==> config.mk <==
export PLATFORM = sky130hd
export DESIGN_NAME = fetch_stage_flat
export DESIGN_NICKNAME = d
export VERILOG_FILES = /design/src/rtl/fetch_stage_pkg.sv /design/src/rtl/fetch_stage_if.sv /design/src/rtl/fetch_stage_out_reg.sv /design/src/rtl/fetch_stage.sv /design/src/flat_wrapper.sv
export SDC_FILE = /design/constraint.sdc
export NUM_CORES = 1
export LEC_CHECK = 0
export ABC_AREA = 0
export BUFFER_PORTS_ARGS = -buffer_cell sky130_fd_sc_hd__buf_2
export CAP_MARGIN = 30
export CORE_MARGIN = 2
export CORE_UTILIZATION = 40
export DETAILED_ROUTE_END_ITERATION = 12
export PLACE_DENSITY = 0.64
export RECOVER_POWER = 50
export SYNTH_ARGS = -nofsm -noshare
export SYNTH_HDL_FRONTEND = slang
export SYNTH_HIERARCHICAL = 1
export SYNTH_SLANG_ARGS = --single-unit
==> constraint.sdc <==
create_clock -name clk -period 3.86 [get_ports clk]
set_input_delay 0.193 -clock clk [delete_from_list [all_inputs] [get_ports clk]]
set_output_delay 0.193 -clock clk [all_outputs]
set_load 0.01 [all_outputs]
==> src/rtl/fetch_stage_pkg.sv <==
// Shared types and constants for the instruction fetch stage.
package fetch_stage_pkg;

  localparam int unsigned INSTR_W          = 32;
  localparam logic [31:0] PC_INC           = 32'd4;
  localparam logic [31:0] RESET_PC_DEFAULT = 32'h0000_0000;

  typedef enum logic [1:0] {
    BOOT = 2'd0,
    RUN  = 2'd1,
    ERR  = 2'd2
  } fetch_state_e;

endpackage

==> src/rtl/fetch_stage_if.sv <==
// Bundle of memory, redirect, decode-handshake and status signals of the fetch stage.
interface fetch_stage_if;
  import fetch_stage_pkg::*;

  logic [31:0]        imem_addr;
  logic [INSTR_W-1:0] imem_instr;
  logic               redirect_valid;
  logic [31:0]        redirect_target;
  logic               out_valid;
  logic               out_ready;
  logic [INSTR_W-1:0] out_instr;
  logic [31:0]        out_pc;
  logic [31:0]        out_pc_plus4;
  logic               fetch_err;
  logic [31:0]        fetch_count;

  modport master (
    output imem_addr, out_valid, out_instr, out_pc, out_pc_plus4, fetch_err, fetch_count,
    input  imem_instr, redirect_valid, redirect_target, out_ready
  );

  modport slave (
    input  imem_addr, out_valid, out_instr, out_pc, out_pc_plus4, fetch_err, fetch_count,
    output imem_instr, redirect_valid, redirect_target, out_ready
  );

endinterface

==> src/rtl/fetch_stage_out_reg.sv <==
// Valid/ready output register of the fetch stage: holds instr, pc and pc+4.
module fetch_out_reg
  import fetch_stage_pkg::*;
(
  input  logic               clk,
  input  logic               rst_n,
  input  logic               load_i,
  input  logic               flush_i,
  input  logic [INSTR_W-1:0] instr_i,
  input  logic [31:0]        pc_i,
  output logic               valid_o,
  output logic [INSTR_W-1:0] instr_o,
  output logic [31:0]        pc_o,
  output logic [31:0]        pc_plus4_o
);

  logic               valid_q;
  logic [INSTR_W-1:0] instr_q;
  logic [31:0]        pc_q;
  logic [31:0]        pc_plus4_q;

  // Flush only drops valid; the stale payload is harmless and saves muxing.
  always_ff @(posedge clk or negedge rst_n) begin
    if (!rst_n) begin
      valid_q    <= 1'b0;
      instr_q    <= '0;
      pc_q       <= '0;
      pc_plus4_q <= '0;
    end else if (flush_i) begin
      valid_q    <= 1'b0;
    end else if (load_i) begin
      valid_q    <= 1'b1;
      instr_q    <= instr_i;
      pc_q       <= pc_i;
      pc_plus4_q <= pc_i + PC_INC;
    end
  end

  assign valid_o    = valid_q;
  assign instr_o    = instr_q;
  assign pc_o       = pc_q;
  assign pc_plus4_o = pc_plus4_q;

endmodule

==> src/rtl/fetch_stage.sv <==
// Instruction fetch stage: owns the PC, drives imem, and presents instructions to decode.
module fetch_stage
  import fetch_stage_pkg::*;
#(
  parameter logic [31:0] RESET_PC   = RESET_PC_DEFAULT,
  parameter int unsigned IMEM_BYTES = 32
) (
  input  logic          clk,
  input  logic          rst_n,
  fetch_stage_if.master bus
);

  localparam logic [31:0] IMEM_LIMIT = 32'(IMEM_BYTES);

  fetch_state_e state_q, state_d;
  logic [31:0]  pc_q, pc_d;
  logic [31:0]  count_q, count_d;
  logic         load_o, flush_o;
  logic         out_valid;
  logic         fire, load, redir_bad;

  assign fire      = (state_q == RUN) && out_valid && bus.out_ready;
  assign load      = !out_valid || bus.out_ready;
  assign redir_bad = (bus.redirect_target[1:0] != 2'b00) || (bus.redirect_target >= IMEM_LIMIT);

  always_comb begin
    state_d = state_q;
    pc_d    = pc_q;
    load_o  = 1'b0;
    flush_o = 1'b0;
    count_d = count_q + 32'(fire);
    unique case (state_q)
      BOOT: state_d = RUN;
      RUN: begin
        if (bus.redirect_valid && redir_bad) begin
          state_d = ERR;
          flush_o = 1'b1;
        end else if (bus.redirect_valid) begin
          pc_d    = bus.redirect_target;
          flush_o = 1'b1;
        end else if (load) begin
          // pc only leaves the legal range by stepping past the last word.
          if (pc_q >= IMEM_LIMIT) begin
            state_d = ERR;
            flush_o = 1'b1;
          end else begin
            load_o = 1'b1;
            pc_d   = pc_q + PC_INC;
          end
        end
      end
      ERR:     flush_o = 1'b1;
      default: state_d = ERR;
    endcase
  end

  always_ff @(posedge clk or negedge rst_n) begin
    if (!rst_n) begin
      state_q <= BOOT;
      pc_q    <= RESET_PC;
      count_q <= '0;
    end else begin
      state_q <= state_d;
      pc_q    <= pc_d;
      count_q <= count_d;
    end
  end

  fetch_out_reg u_out_reg (
    .clk        (clk),
    .rst_n      (rst_n),
    .load_i     (load_o),
    .flush_i    (flush_o),
    .instr_i    (bus.imem_instr),
    .pc_i       (pc_q),
    .valid_o    (out_valid),
    .instr_o    (bus.out_instr),
    .pc_o       (bus.out_pc),
    .pc_plus4_o (bus.out_pc_plus4)
  );

  assign bus.out_valid   = out_valid;
  assign bus.imem_addr   = pc_q;
  assign bus.fetch_err   = (state_q == ERR);
  assign bus.fetch_count = count_q;

endmodule

==> src/flat_wrapper.sv <==
// flat-port wrapper written by rule: the top's interface ports become plain ports
module fetch_stage_flat import fetch_stage_pkg::*;
#(
  parameter logic [31:0] RESET_PC   = RESET_PC_DEFAULT,
  parameter int unsigned IMEM_BYTES = 32
)
  (clk, rst_n, bus_imem_addr, bus_out_valid, bus_out_instr, bus_out_pc, bus_out_pc_plus4, bus_fetch_err, bus_fetch_count, bus_imem_instr, bus_redirect_valid, bus_redirect_target, bus_out_ready);
  fetch_stage_if bus_i ();
  input  logic clk;
  input  logic rst_n;
  output wire logic [$bits(bus_i.imem_addr)-1:0] bus_imem_addr;
  output wire logic [$bits(bus_i.out_valid)-1:0] bus_out_valid;
  output wire logic [$bits(bus_i.out_instr)-1:0] bus_out_instr;
  output wire logic [$bits(bus_i.out_pc)-1:0] bus_out_pc;
  output wire logic [$bits(bus_i.out_pc_plus4)-1:0] bus_out_pc_plus4;
  output wire logic [$bits(bus_i.fetch_err)-1:0] bus_fetch_err;
  output wire logic [$bits(bus_i.fetch_count)-1:0] bus_fetch_count;
  input wire logic [$bits(bus_i.imem_instr)-1:0] bus_imem_instr;
  input wire logic [$bits(bus_i.redirect_valid)-1:0] bus_redirect_valid;
  input wire logic [$bits(bus_i.redirect_target)-1:0] bus_redirect_target;
  input wire logic [$bits(bus_i.out_ready)-1:0] bus_out_ready;
  assign bus_imem_addr = bus_i.imem_addr;
  assign bus_out_valid = bus_i.out_valid;
  assign bus_out_instr = bus_i.out_instr;
  assign bus_out_pc = bus_i.out_pc;
  assign bus_out_pc_plus4 = bus_i.out_pc_plus4;
  assign bus_fetch_err = bus_i.fetch_err;
  assign bus_fetch_count = bus_i.fetch_count;
  assign bus_i.imem_instr = bus_imem_instr;
  assign bus_i.redirect_valid = bus_redirect_valid;
  assign bus_i.redirect_target = bus_redirect_target;
  assign bus_i.out_ready = bus_out_ready;
  fetch_stage #(.RESET_PC(RESET_PC), .IMEM_BYTES(IMEM_BYTES)) u_core (.clk(clk), .rst_n(rst_n), .bus(bus_i));
endmodule
### Word level (Yosys, flattened, before mapping)

Cells that the tools add are included.

* bits in registers: 163
* latch bits: 0
* bits in writable memories: 0
* ROM bits: 0
* bits of input ports: 68
* output and inout port bits: 162
* logic and storage cells: 53
* memories kept: 0

* add/sub/neg operators: 2
* multipliers: 0
* div/mod/pow operators: 0
* $lt $le $gt $ge: 2
* equal/unequal tests: 6
* shift-type cells: 0
* muxes and demuxes: 20
* bitwise logic cells: 3
* reductions and logical operators: 13

Operators with widths (count)
* two-way mux 32 bit: 3
* >= comparator 32 x 6 -> 1 bit (second input constant): 2
* adder 32 x 1 -> 32 bit: 1
* adder 32 x 3 -> 32 bit (second input constant): 1
* two-way mux 1 bit: 11
* two-way mux 2 bit: 4
* AND reduction 4 bit: 2
* != test 3 bit (second input constant): 2
* case mux 2 bit (3 select lines): 1
* nonzero test 2 bit: 3
* logical AND 1 bit: 3
* != test 3 x 2 -> 1 bit (second input constant): 1
* NOT 1 bit: 3
* equality test 2 x 1 -> 1 bit (second input constant): 1
* equality test 2 bit (second input constant): 1
* logical NOT 2 bit: 1
* logical OR 1 bit: 2
* != test 2 bit (second input constant): 1
* case mux 1 bit (2 select lines): 1
* AND reduction 2 bit: 1
* logical NOT 1 bit: 1

### Depth between registers and ports, before layout

Gate-level depths: netlist of the first run.

* word-level depth: 8
* mapped depth: 11
* gate-level depth less buffers: 10

### By module

The synthesis of the first run kept the hierarchy.

By module, submodules not included
* fetch_out_reg: instances 1, cells an instance 467, area an instance 4106.4 um^2
* fetch_stage: instances 1, cells an instance 238, area an instance 2811.4 um^2

### Least setup slack after synthesis of the first run

Ideal clock, no wire load.

* path type: reg2reg
* start: register u_core.pc_q[20], in the netlist u_core/bus.imem_addr[20]
* end: register u_core.u_out_reg.instr_q[10], in the netlist u_core/u_out_reg/instr_o[10]
* data arrival time: 2601 ps
* data required time: 3795 ps
* slack: 1194 ps
* cell stages (with the launch flop): 12
* clock period less this slack: 2666 ps
* path through: dfrtp_1 > nor4_1 > nand4_1 > or3_1 > a21oi_1 > o21ai_0 > nor2b_1 > clkbuf_1 > clkbuf_1 > clkbuf_1 > nand2_1 > nand2_1

* longest elaborated chain between the ends: 8
* elaborated cells between the ends (all ways): 13
* those cells by class: 1 x order compare; 10 x mux; 1 x bitwise; 1 x reduce/logical

RTL lines
* start, declared: RTL line fetch_stage.sv:16 `logic [31:0] pc_q, pc_d;`
* start signal, assigned: RTL line fetch_stage.sv:64 `pc_q <= pc_d;`
* >= comparator 32 x 6 -> 1 bit: RTL line fetch_stage.sv:43 `if (pc_q >= IMEM_LIMIT) begin`
* two-way mux 1 bit: RTL line fetch_stage.sv:43
* two-way mux 1 bit: RTL line fetch_stage.sv:41 `end else if (load) begin`
* two-way mux 1 bit: RTL line fetch_stage.sv:38 `end else if (bus.redirect_valid) begin`
* two-way mux 1 bit: RTL line fetch_stage.sv:35 `if (bus.redirect_valid && redir_bad) begin`
* case mux 1 bit (2 select lines): RTL line fetch_stage.sv:32 `unique case (state_q)`
* named net u_core.flush_o: RTL line fetch_stage.sv:18 `logic load_o, flush_o;`
* NOT 1 bit (no source line)
* AND reduction 2 bit (no source line)
* end signal, assigned: RTL line fetch_stage_out_reg.sv:33 `instr_q <= instr_i;`
* end, declared: RTL line fetch_stage_out_reg.sv:18 `logic [INSTR_W-1:0] instr_q;`

The timed path passes the listed nets, and every way through them passes these cells.
A chain may end at the register's enable or synchronous reset.

### Worst setup path in the final report of the first run

* start: register u_core.pc_q[20], in the netlist u_core/bus.imem_addr[20]
* end: register u_core.u_out_reg.pc_plus4_q[15], in the netlist u_core/u_out_reg/pc_plus4_o[15]

* longest elaborated chain between the ends: 8
* elaborated cells between the ends (all ways): 13
* those cells by class: 1 x order compare; 10 x mux; 1 x bitwise; 1 x reduce/logical

RTL lines
* >= comparator 32 x 6 -> 1 bit: RTL line fetch_stage.sv:43
* two-way mux 1 bit: RTL line fetch_stage.sv:43
* two-way mux 1 bit: RTL line fetch_stage.sv:41
* two-way mux 1 bit: RTL line fetch_stage.sv:38
* two-way mux 1 bit: RTL line fetch_stage.sv:35
* case mux 1 bit (2 select lines): RTL line fetch_stage.sv:32
* named net u_core.flush_o: RTL line fetch_stage.sv:18
* NOT 1 bit (no source line)
* AND reduction 2 bit (no source line)
* end signal, assigned: RTL line fetch_stage_out_reg.sv:35 `pc_plus4_q <= pc_i + PC_INC;`
* end, declared: RTL line fetch_stage_out_reg.sv:20 `logic [31:0] pc_plus4_q;`

The timed path passes the listed nets, and every way through them passes these cells.

==> impl_metrics.json, run 1 <==
{
  "critPathArrivalTime_ns": 3.27,
  "leakagePower_nw": 4.492,
  "wl_met3_microns": 978,
  "io_buffers": 229,
  "synth_cells": 705,
  "multi_input_area_sq_um": 2715,
  "grt_overflow": 0,
  "vias_per_cell": 4.859,
  "wl_met2_microns": 8372,
  "regArea_sq_um": 4029,
  "design.portCount": 230,
  "core_sq_um": 17120,
  "syn_area_per_cell_sq_um": 9.813,
  "hpwl_microns": 12440,
  "layout.nets": 1038,
  "synth_warnings": 6,
  "grt_max_degree": 90,
  "fp-row-count": 48,
  "reg2reg_depth": 9,
  "syn_nets": 781,
  "numCtsBuffers": 17,
  "drv_cap": 0,
  "clk_root_buffer_cell": "clkbuf_16",
  "timing.fmax_ghz": 0.3345,
  "die_w_microns": 135.5,
  "yosysUniqueCellTypes": 41,
  "grt_pass1_vias": 5536,
  "wl_microns": 18210,
  "met1_length_microns": 8359,
  "end_kind": "flip-flop",
  "drc_errors": 0,
  "worstPathMaxFanout": 44,
  "hold_depth": 3,
  "setup_violations": 0,
  "area_growth_pct": 31.69,
  "path_clk_slew_ns": 0.06,
  "hold_path.class": "primary input to flip-flop",
  "cp-start-kind": "flip-flop",
  "post_drt_wl_per_cell_microns": 15.18,
  "n_antenna_cell": 0,
  "netlist_area_sq_um": 6918,
  "reg2reg_from": "u_core/bus.imem_addr[20]",
  "r2r-end": "u_core/u_out_reg/pc_plus4_o[15]",
  "finalSetupTns_ns": 0,
  "start_util_pct": 40.42,
  "fillers": 1629,
  "grt_pass1_wl_microns": 28880,
  "synth-seq-cells": 161,
  "power_density_nw_per_um2": 392.3,
  "required_ns": 4.14,
  "first_pass_iters": 4,
  "worstSkewPairLatency_ns": 0.42,
  "routabilityCongestion": 0.7863,
  "htreeDepth": 4,
  "dieArea_sq_um": 18360,
  "crit_type": "flip-flop to flip-flop",
  "finClkSkew_ns": 0.007626,
  "rrSetupSlack_ns": 0.87,
  "cts_buffer_depth": 2,
  "drtIter0Drc": 295,
  "period_minus_slack_ns": 2.989,
  "max_slew_margin_pct": 41.66,
  "cts_tree": "built",
  "worstHoldEndpoint": "u_core/bus.imem_addr[4]",
  "drv_slew": 0,
  "vias": 5831,
  "drive_above_1_share_pct": 14.87,
  "hold_viol": 0,
  "worstMarginPinSlew_ns": 0.8719,
  "antenna_found_initial": 0,
  "period_share_pct": 77.44,
  "die_h_microns": 135.5,
  "ys_seq_area_share_pct": 58.24,
  "status": "finished clean",
  "track_usage_pct": 20.11,
  "clock-sinks": 161,
  "maxUsedRoutingLayer": "met4",
  "rsz0062_at_grt": "false",
  "antenna_left": 0,
  "vdd_ir_drop_max_uv": 298.3,
  "hold_start": "bus_redirect_target[4]",
  "hold_ws_ns": 0.06397
}
## cell type report
| class | count | area share, % |
|---|---|---|
| multi-input cells | 498 | 29.80 |
| well taps | 225 | 3.090 |
| clock inverters | 10 | 1.634 |
| inverters | 16 | 0.6592 |
| clock buffers | 22 | 5.315 |
| repair buffers | 268 | 15.27 |
| flip-flops and latches | 161 | 44.22 |
## state kept, by name, summed over array words and instances, names as in the netlist
signal                       cells
u_core/u_out_reg/pc_o           32
u_core/u_out_reg/instr_o        32
u_core/bus.imem_addr            32
u_core/u_out_reg/valid_o         1
u_core/u_out_reg/pc_plus4_o     30
u_core/state_q                   2
u_core/bus.fetch_count          32
## stage by stage
step           area (sq um)  worst slack [ns]  util (%)  total power, mW  instances
2_1_floorplan          6918             1.194         -            1.722        705
6_report               9110            0.8707     53.22            3.574       1200
4_1_cts                9279            0.8833     54.21            3.622       1200
5_1_grt                9110            0.6359     53.22            3.702       1200
3_3_place_gp           8288            0.9249     48.42            1.792       1134
3_5_place_dp           8315            0.9105     48.58            1.796       1135
## cell families (layout without fill, tap and decap cells)
group,Yosys count,in the layout,share of synthesized area [%]
AOI/OAI and AO/OA,58,58,4.992
xor gates and xnor gates,44,44,5.571
adders and majority gates,8,8,1.447
buffers and inverters,46,316,2.731
DFF,161,161,58.24
muxes,2,2,0.3617
and+or+nand+nor,386,386,26.66
## timing repair
action                                 CTS  global route
endpoints found under the hold margin   86             0
gates resized for setup                  0             0
hold buffers                            33             0
setup buffers                            0             0
## worst max-delay path by stage
| stage | end | slack, ns | startpoint |
|---|---|---|---|
| final | u_core/u_out_reg/pc_plus4_o[15] | 0.87 | u_core/bus.imem_addr[20] |
| after global routing | u_core/u_out_reg/pc_plus4_o[14] | 0.64 | u_core/bus.imem_addr[20] |
| after CTS | u_core/u_out_reg/pc_o[5] | 0.88 | u_core/bus.imem_addr[20] |
| after detailed placement | u_core/u_out_reg/pc_plus4_o[15] | 0.91 | u_core/bus.imem_addr[20] |
| after global placement | u_core/u_out_reg/pc_o[28] | 0.92 | u_core/bus.imem_addr[20] |
| after floorplan | u_core/u_out_reg/instr_o[10] | 1.19 | u_core/bus.imem_addr[20] |
## critical path, stage by stage, from the launching register on
cell,delay (ns)
dfrtp_1,0.49
nor4_1,0.35
nand4_1,0.28
or3_1,0.46
a21oi_1,0.13
o21ai_0,0.21
nand2b_4,0.41
buf_4,0.35
nand2_1,0.09
o21ai_0,0.08
## routing by layer
layer,vias up,GRT usage (%)
li1,2870,-
met1,2758,27.75
met2,168,30.96
met3,35,4.602
met4,0,7.870
met5,-,0
## placed cells by master (no fill, tap or decap), drive strengths merged
cell         count
o21ai           28
and2            28
o22ai            1
a21oi            3
xor2            10
or3              8
nor4b            1
a31oi           14
mux2i            1
nor2b            1
nand3           23
a221oi           2
bufinv           3
nand2          228
and4             7
nor3             5
nand2b           2
nor4            22
nand4           14
a41o             1
clkbuf         157
or4              7
dfrtp          161
clkinv           3
nand3b           2
or4b             1
inv             18
buf            100
o31ai            7
xnor2           34
dlygate4sd3     33
ha               8
a211oi           2
nor2            28
mux2             1
and3             9
clkinvlp         2
## cell usage after synthesis
master,count,area share (%)
nor2_1,28,1.5
nand3b_1,2,0.22
a221oi_1,2,0.25
xnor2_1,34,4.3
nor4b_1,1,0.13
nand4_2,2,0.36
nor4_4,3,0.92
nor4_2,1,0.18
and3_1,9,0.81
nand2b_1,2,0.18
nand4_1,12,1.1
buf_4,2,0.22
nor3_1,5,0.36
or4_4,1,0.16
o22ai_1,1,0.090
nand2_1,228,12
xor2_1,10,1.3
nand3_1,23,1.7
or3_2,1,0.11
o31ai_1,7,0.76
clkbuf_2,1,0.072
a41o_2,1,0.16
mux2_4,1,0.22
a31oi_1,14,1.3
clkbuf_1,26,1.4
nor4_1,18,1.6
buf_6,1,0.16
or4b_2,1,0.14
nor2b_1,1,0.090
and2_2,1,0.11
dfrtp_1,161,58
o21ai_0,28,2.0
a211oi_1,2,0.22
or4_1,6,0.65
or3_1,7,0.63
and2_1,27,2.4
mux2i_1,1,0.14
a21oi_1,3,0.22
ha_1,8,1.4
inv_1,16,0.87
and4_1,7,0.89
## where the power goes
group | switching [mW] | internal [mW] | total, mW
Clock | 0.691 | 1.10 | 1.79
Sequential | 0 | 1.69 | 1.69
Combinational | 0.0487 | 0.0520 | 0.101
Total | 0.739 | 2.83 | 3.57
(Power assumes the default switching activity.)
==> run 2: changes to the inputs <==
==> constraint.sdc (replaced) <==
create_clock -name clk -period 2.8 [get_ports clk]
set_input_delay 0.14 -clock clk [delete_from_list [all_inputs] [get_ports clk]]
set_output_delay 0.14 -clock clk [all_outputs]
set_load 0.01 [all_outputs]
==> run 2 against run 1 <==
The flow now finishes with violations (max-capacitance violations, max-slew violations). Highest routed layer unchanged. Critical path depth down 1. Final area grew 2.9%. Sequential power is 38% higher. Die area unchanged.
==> impl_metrics.json, run 2 (synthesis gave the netlist of run 1 again) <==
{
  "status": "finished, violations left",
  "violations": "max-capacitance violations, max-slew violations",
  "finalSetupTns_ns": 0,
  "fin_util_pct": 54.75,
  "required_ns": 3.13,
  "layout.nets": 1073,
  "fin_area_sq_um": 9371,
  "crit_type": "flip-flop to flip-flop",
  "hold_depth": 3,
  "timing.fmax_ghz": 0.3996,
  "antenna_found_initial": 0,
  "n_antenna_cell": 0,
  "placed_area_sq_um": 8593,
  "mostFrequentLayoutCells": "nand2_1, dfrtp_1, buf_2, clkbuf_1",
  "grt_pass1_wl_microns": 29790,
  "critical-path-max-stage-delay_ns": 0.43,
  "drtIter0Drc": 293,
  "worst_slack_ns": 0.2974,
  "hold_viol": 0,
  "routabilityCongestion": 0.7973,
  "grt_max_degree": 78,
  "max_slew_margin_pct": -34.22,
  "antenna_left": 0,
  "area_growth_pct": 35.47,
  "post_drt_wl_per_cell_microns": 14.98,
  "reg2reg_depth": 8,
  "cts_tree": "built",
  "drv_slew": 76,
  "vias_per_cell": 4.836,
  "io_buffers": 229,
  "setup_violations": 0,
  "htreeDepth": 4,
  "vias": 5973,
  "track_usage_pct": 20.67,
  "drive_above_1_share_pct": 21.29,
  "grt_overflow": 0,
  "cp-start-kind": "flip-flop",
  "fp-row-count": 48,
  "grt_pass1_vias": 5774,
  "die_h_microns": 135.5,
  "timing.critical_path.mode_cell": "o21ai_0",
  "wl_microns": 18500,
  "period_minus_slack_ns": 2.503,
  "cp_top_family": "simple AND/OR/NAND/NOR gates",
  "start_util_pct": 40.42,
  "power.total_mw": 4.654,
  "hold_path.class": "primary input to flip-flop",
  "rsz0062_at_grt": "false",
  "critPathBufInv": 1,
  "core_sq_um": 17120,
  "hpwl_microns": 12880,
  "clock-sinks": 161,
  "critPathArrivalTime_ns": 2.83,
  "worstPathMaxFanout": 21,
  "drc_errors": 0,
  "crit_slowest_cell": "or3_1",
  "finClkSkew_ns": 0.007383,
  "cts_buffer_depth": 2,
  "dieArea_sq_um": 18360,
  "period_share_pct": 89.38,
  "mostFrequentLayoutCell": "nand2_1",
  "worstMarginPinSlew_ns": 2.013,
  "leakagePower_nw": 4.808,
  "end_kind": "flip-flop",
  "worstSkewPairLatency_ns": 0.42,
  "clk_root_buffer_cell": "clkbuf_16",
  "power_density_nw_per_um2": 496.7,
  "place_ws_ns": 0.09919,
  "vdd_ir_drop_max_uv": 468.9,
  "critical_path_depth": 8,
  "drv_cap": 1,
  "die_w_microns": 135.5,
  "numCtsBuffers": 17,
  "worstPathCellList": "nor4_2 > nand4_1 > or3_1 > a21oi_1 > o21ai_0 > nand2b_4 > buf_4 > o21ai_0",
  "design.portCount": 230,
  "first_pass_iters": 4,
  "path_clk_slew_ns": 0.06
}
[run 2: final cells by class]
| class | instances | area, sq um |
|---|---|---|
| Multi-Input combinational cell | 498 | 2721 |
| Fill cell | 1591 | 7745 |
| Sequential cell | 161 | 4029 |
| Timing Repair Buffer | 303 | 1723 |
| Tap cell | 225 | 281.5 |
| Clock buffer | 20 | 446.7 |
| Inverter | 16 | 60.06 |
| Clock inverter | 12 | 110.1 |
[run 2: worst paths after layout]
kind                                           start                              end  slack (ns)
min reg2reg                u_core/u_out_reg/pc_o[27]        u_core/u_out_reg/pc_o[27]        0.47
min in group asynchronous                      rst_n     u_core/u_out_reg/instr_o[11]        0.82
max reg2reg                 u_core/bus.imem_addr[20]  u_core/u_out_reg/pc_plus4_o[10]        0.30
max in group asynchronous                      rst_n  u_core/u_out_reg/pc_plus4_o[20]        0.76
min                           bus_redirect_target[3]          u_core/bus.imem_addr[3]        0.07
max                         u_core/bus.imem_addr[20]  u_core/u_out_reg/pc_plus4_o[10]        0.30
[run 2: what timing repair did]
action,CTS,global route
resized for setup,0,1
buffers inserted,0,1
setup endpoints to repair,0,88
endpoints found under the hold margin,107,0
hold buffers,34,0
[run 2: where the power goes]
group	leakage (nW)	switching, mW	total (mW)	internal [mW]
clock network	0.263	0.937	2.19	1.25
logic	2.32	0.0687	0.141	0.0725
registers	2.23	0	2.33	2.33
[run 2: routing by layer]
metal | share of wire [%] | vias up | global-route usage [%]
met5 | 0 | - | 0
met4 | 0.89 | 0 | 5.440
met3 | 4.8 | 10 | 4.789
met2 | 48 | 165 | 33.05
met1 | 46 | 2852 | 28.56
li1 | - | 2946 | -
[run 2: worst register-to-register path: cells and delay by family (launching register included)]
kind / cells / cell delay [ns]
AOI/OAI and AO/OA: 3 / 0.54
buffers and inverters: 1 / 0.25
DFF: 1 / 0.39
and+or+nand+nor: 4 / 1.24
[run 2: metrics by stage]
stage | instances | hold slack (ns)
global placement | 1168 | 0.2268
finish | 1235 | 0.07327
CTS | 1234 | 0.04446
floorplan | 705 | -0.1556
detailed placement | 1168 | 0.2283
global route | 1235 | 0.09060
